## src/rtl/abs_pkg.sv

```systemverilog
// Shared definitions for the magnitude/sign datapath blocks (abs16, sign_apply16).
package abs_pkg;
    localparam int          W       = 16;
    localparam logic [15:0] MAX_POS = 16'h7FFF;
    localparam logic [15:0] MIN_NEG = 16'h8000;

    typedef struct packed {
        logic [15:0] x;
        logic        cin;
        logic        sign;
        logic        ovf;
    } sa_s1_t;
endpackage

```

## src/rtl/padder16.sv

```systemverilog
// 16-bit ripple adder with carry in/out.
module padder16 (
    input  logic [15:0] a,
    input  logic [15:0] b,
    input  logic        cin,
    output logic [15:0] sum,
    output logic        cout
);
    assign {cout, sum} = {1'b0, a} + {1'b0, b} + {16'b0, cin};
endmodule

```

## src/rtl/sign_apply16.sv

```systemverilog
// Rebuilds a 16-bit two's-complement value from magnitude + sign; 2-stage valid/ready pipeline.
// Optional saturation on overflow when SIGN_APPLY_SAT_EN is defined.
module sign_apply16
    import abs_pkg::*;
#(
    parameter int W = abs_pkg::W
) (
    input  logic                clk,
    input  logic                rst,
    input  logic                in_valid,
    output logic                in_ready,
    input  logic [W-1:0]        in_mag,
    input  logic                in_sign,
    output logic                out_valid,
    input  logic                out_ready,
    output logic signed [W-1:0] out_data,
    output logic                out_ovf
);
    sa_s1_t             s1_p1;
    logic               vld_p1;
    logic               vld_p2;
    logic               adv1;
    logic               adv2;
    logic [W-1:0]       sum;
    logic               cout_unused;
    logic signed [W-1:0] result;

    function automatic logic signed [W-1:0] sat_value(input logic sign);
        return sign ? $signed(MIN_NEG) : $signed(MAX_POS);
    endfunction

    assign adv2     = !vld_p2 || out_ready;
    assign adv1     = !vld_p1 || adv2;
    assign in_ready = adv1;

    // Stage 1: conditional one's complement, carry-in and overflow detection
    always_ff @(posedge clk or posedge rst) begin
        if (rst) begin
            vld_p1 <= 1'b0;
        end else if (adv1) begin
            vld_p1 <= in_valid;
        end
    end

    always_ff @(posedge clk) begin
        if (adv1 && in_valid) begin
            s1_p1.x    <= in_mag ^ {W{in_sign}};
            s1_p1.cin  <= in_sign;
            s1_p1.sign <= in_sign;
            s1_p1.ovf  <= in_sign ? (in_mag > MIN_NEG) : in_mag[W-1];
        end
    end

    padder16 u_padder (
        .a    (s1_p1.x),
        .b    (16'h0000),
        .cin  (s1_p1.cin),
        .sum  (sum),
        .cout (cout_unused)
    );

`ifdef SIGN_APPLY_SAT_EN
    assign result = s1_p1.ovf ? sat_value(s1_p1.sign) : $signed(sum);
`else
    assign result = $signed(sum);
`endif

    // Stage 2: increment result (out_data is reset because it is visible on the bus)
    always_ff @(posedge clk or posedge rst) begin
        if (rst) begin
            vld_p2   <= 1'b0;
            out_data <= '0;
            out_ovf  <= 1'b0;
        end else if (adv2) begin
            vld_p2 <= vld_p1;
            if (vld_p1) begin
                out_data <= result;
                out_ovf  <= s1_p1.ovf;
            end
        end
    end

    assign out_valid = vld_p2;
endmodule
```

## config.mk

```make
export PLATFORM = sky130hd
export DESIGN_NAME = sign_apply16
export DESIGN_NICKNAME = d
export VERILOG_FILES = /design/src/rtl/abs_pkg.sv /design/src/rtl/padder16.sv /design/src/rtl/sign_apply16.sv
export SDC_FILE = /design/constraint.sdc
export NUM_CORES = 1
export LEC_CHECK = 0
export ABC_AREA = 1
export CAP_MARGIN = 10
export CORE_MARGIN = 8
export CORE_UTILIZATION = 48
export CTS_BUF_LIST = sky130_fd_sc_hd__clkbuf_4
export DETAILED_ROUTE_END_ITERATION = 10
export DONT_BUFFER_PORTS = 1
export GPL_ROUTABILITY_DRIVEN = 1
export HOLD_SLACK_MARGIN = 0.02
export PLACE_DENSITY = 0.61
export SETUP_SLACK_MARGIN = 0.05
export SLEW_MARGIN = 20
export SYNTH_ARGS = -nofsm -noshare
export SYNTH_HDL_FRONTEND = slang
export SYNTH_SLANG_ARGS = --single-unit
```

## constraint.sdc

```tcl
create_clock -name clk -period 1.7 [get_ports clk]
set_input_delay 0.17 -clock clk [delete_from_list [all_inputs] [get_ports clk]]
set_output_delay 0.17 -clock clk [all_outputs]
set_load 0.005 [all_outputs]
```

; ---- Word level (Yosys, flattened, before mapping)
; Cells that the tools add are included.
[word_totals]
input_bits = 21
output_inout_bits = 19
elab_cells = 17
reg_bits = 37
[op_classes]
n_lt_le_gt_ge = 1
n_reduce_logical = 6
n_bitwise = 1
addsub = 1
mux = 1
[op_table]
columns = operator, count
row1 = adder 16 x 1 -> 16 bit, 1
row2 = greater-than comparator 16 bit (second input constant), 1
row3 = bitwise XOR 16 bit, 1
row4 = zero test 1 bit, 2
row5 = logical OR 1 bit, 2
row6 = AND reduction 2 bit, 1
row7 = logical AND 1 bit, 1
row8 = 2-to-1 mux 1 bit, 1

; ---- Longest topological paths before layout
[logic_depth]
ltp_word = 4
mapped_depth = 9
mapped_depth_nobuf = 9

; ---- By module
; Synthesis repeated with hierarchy kept, for this count alone.
[hier_totals]
cells_unflattened = 321
hier_area_um2 = 2557.5
[modules_own_cells]
columns = mod, area_each_um2, n_inst, seq_area_each_um2, cells_per_inst
row1 = sign_apply16, 1571.5, 1, 1016.0, 137
row2 = padder16, 985.9, 1, 0.0, 184

; ---- Worst setup path before layout
; No wires, ideal clock.
[synth_path]
path_type = reg2reg
from = register s1_p1[3] (netlist name)
to = register out_data[10]
arrival_time_ps = 1232
path_slack_ps = 352
stages_incl_launch_ff = 10
period_less_slack_ps = 1348
setup_ps = 116
required_ps = 1584
path_buffers = 0
cell_sequence = edfxtp_1 > ha_1 > ha_1 > nand2_1 > nor2_1 > nand3_1 > nor2_1 > nor2_1 > nand2_1 > nand2_1
[synth_between]
elab_chain_len = 1
[synth_rtl]
columns = item, line_no
row1 = start: declaration, sign_apply16.sv:19  ; sa_s1_t s1_p1;
row2 = adder 16 x 1 -> 16 bit, padder16.sv:9  ; assign {cout, sum} = {1'b0, a} + {1'b0, b} + {16'b0, cin};
row3 = end signal: assignment, sign_apply16.sv:77  ; out_data <= result;
row4 = end: declaration, sign_apply16.sv:16  ; output logic signed [W-1:0] out_data,
; No other way between the ends.
; A chain may end at the register's enable or synchronous reset.

; ---- Final worst setup path
; Same ends and word-level chain as after synthesis.

==> summary.txt <==
Setup path
  – Slowest cell on the critical path: edfxtp_1
  – CP peak stage delay: 340 ps
  – Crit-path max FO: 4
  – Most frequent CP cell: nand2_1
  – Critical path arrival: around 1700 ps
  – FF-to-FF path depth: 9
  – Crit end category: register
  – R2r setup slk: approximately 280 ps
  – Kind of critical path: reg -> reg
  – Startpoint Class: register
  – Crit-path cells: ha_1, ha_1, nand2_1, nor2_2, nand3_1, nor2_1, nor2_1, nand2_1, nand2_1
  – CP Data Required Time: between 1500 and 2000 ps

Power
  – Leak: 0.000906 uW
  – Peak supply drop: 0.000491 V
  – Power Density: 992 mW/mm^2

Layout
  – Cell area after layout: a little over 0.002 sq mm
  – Layout cells sized above 1: 0.0833
  – Multi-input gate area: 743 sq um
  – Fill cells: between 300 and 400
  – Most common cell after layout, fill and taps aside: nand2_1
  – Nets: approximately 240
  – Diodes inserted: 0
  – Most frequent cells in the layout: nand2_1 (57), dfrtp_1 (19), xor2_1 (18), edfxtp_1 (18), nor2_1 (17)
  – Final std cells w/o fill: roughly 260
  – Area growth syn-to-layout: 12.9%
  – Storage element area: ~0.0010 sq mm
  – Final Util: 0.566

Place
  – IO Port Bufs: 0
  – Hpwl dp: 2.72 mm
  – Placer Congestion: a little under 0.9
  – Placed Cells: 243
  – Placed cell areas: approximately 0.0019 sq mm

Drt
  – DR DRC count: 0
  – Drt via density: between 4 and 5
  – Vias: between 1000 and 1500
  – First DRT Iteration DRCs: between 40 and 50
  – Final WL: about 3.6 mm
  – DRT Pass-1 Iters: 4
  – WL/cell: 13.7 microns
  – Post-route antenna net violation count: 0

Global route
  – Number of global-route vias before repair: 1389
  – Antenna violations before repair: 0
  – First-pass GRT wire length: between 6 and 7 mm
  – Gr usage total: 0.129
  – Largest net degree at the start of global routing: 20
  – Remaining Overflow, GRT: 0

Clock tree
  – Num CTS Buffers: 5
  – Clock Latency Late Sink: approximately 340 ps
  – Post-CTS Setup Bufs: 0
  – CTS root buffer: clkbuf_4
  – Htree depth: 2
  – TritonCTS clock tree: built
  – CTS clk-pin slew, worst paths: 110 ps
  – CTS Buffer Depth: 2
  – CTS Sinks: 37

Flow run
  – # Max-Cap Violations: 0

STA
  – Endpoints failing setup: 0
  – Final hold viol count: 0
  – Setup TNS: 0 ps
  – RSZ-0062 raised after global routing: no
  – Clock skew: about 12 ps
  – Final Max Tran Viols: 0
  – Worst relative slew slack: 0.524
  – Worst-margin pin slew: about 710 ps
  – Max Freq: between 700 and 800 MHz
  – Min cycle time layout: around 1400 ps
  – Final Cycle Share: 0.837

Synth
  – Mapped Cells: around 200
  – Sequential share of the synthesized area: 0.553
  – Largest area contributor in the netlist: edfxtp_1
  – Yosys warns: 0
  – #FFs+latches synth: 37
  – Netlist cell types: 23
  – Net Count, Synth: 221
  – Mean post-synth cell area: approximately 9.3 sq um
  – Yosys top cell area share: 0.294
  – Cell Area, Synth: around 0.0018 sq mm
  – Ranking of synthesized cells by area: edfxtp_1 (29%), dfrtp_1 (26%), nand2_1 (12%)

Status
  – Status: finished clean

Floorplan
  – Starting Density: 0.502
  – IO Count: 40
  – Num rows: 22
  – Die X: slightly below 80 microns
  – Vert. Die Dim: 77.9 microns
  – Core box area: between 0.003 and 0.004 sq mm
  – Die ar.: between 0.006 and 0.007 sq mm

Worst hold path
  – Hold path cells: 1
  – Hold Path Class: in -> reg
Yosys cell counts, drive strengths merged:
cell	number
nand2	59
nor2	22
dfrtp	19
edfxtp	18
xor2	18
nand3	15
inv	14
o21ai	7
buf	5
o21bai	4
a21oi	3
nand4	3
or2	3
xnor2	3
ha	2
a21boi	1
nand3b	1
nor3	1
cells by family after synthesis:
group | share of synthesized area
simple gates | 0.242
flops | 0.553
compound gates | 0.0477
xor+xnor | 0.100
fa+ha+maj | 0.0136
buf+inv | 0.0436
worst paths after layout:
path | startpoint | endpoint
max | s1_p1[3]$_DFFE_PP_ | out_data[10]$_DFFE_PP0P_
min | in_mag[5] | s1_p1[8]$_DFFE_PP_
max reg2reg | s1_p1[3]$_DFFE_PP_ | out_data[10]$_DFFE_PP0P_
min reg2reg | s1_p1[0]$_DFFE_PP_ | out_ovf$_DFFE_PP0P_
max in group asynchronous | rst | out_data[15]$_DFFE_PP0P_
min in group asynchronous | rst | out_data[0]$_DFFE_PP0P_
routing by layer:
metal	track usage	routed length, microns	vias to the layer above
met5	0	0	-
met4	0.0660	78	0
met3	0.0622	360	8
met2	0.190	1610	40
met1	0.151	1560	582
li1	-	-	672
state kept, by name (all words and copies together) (netlist names):
name       cells
out_data      16
out_ovf        1
out_valid      1
s1_p1         18
vld_p1         1
metrics by stage:
step | worst slack, ps | hold WS, ps | power, uW
2_1_floorplan | 352 | 121 | 1510
3_3_place_gp | 279 | 203 | 1590
3_5_place_dp | 243 | 222 | 1600
4_1_cts | 222 | 20.6 | 2080
5_1_grt | 81.5 | 20.3 | 2200
6_report | 276 | 41.3 | 2060
power breakdown:
part | internal (uW) | switching, uW | leakage, uW | total [uW]
Clock | 191 | 263 | 0.0000338 | 454
Sequential | 1120 | 139 | 0.000404 | 1260
Combinational | 141 | 200 | 0.000468 | 342
Total | 1450 | 602 | 0.000906 | 2060
worst max-delay path, delay by kind of cell (launching register included):
kind / cells / cell delay (ps)
fa+ha+maj: 2 / 390
simple gates: 7 / 590
flops: 1 / 340
final cells by class:
cell class	count	area share
multi-input cells	142	0.358
repair buffers	15	0.0700
clock buffers	7	0.0253
clock inverters	1	0.00181
flip-flops and latches	37	0.490
inverters	14	0.0253
well taps	48	0.0290
what timing repair did:
item,4_1_cts,5_1_grt
resized for setup,0,1
hold buffers,10,3
setup endpoints to repair,0,1
hold endpoints to repair,28,4
(Power assumes the default switching activity.)
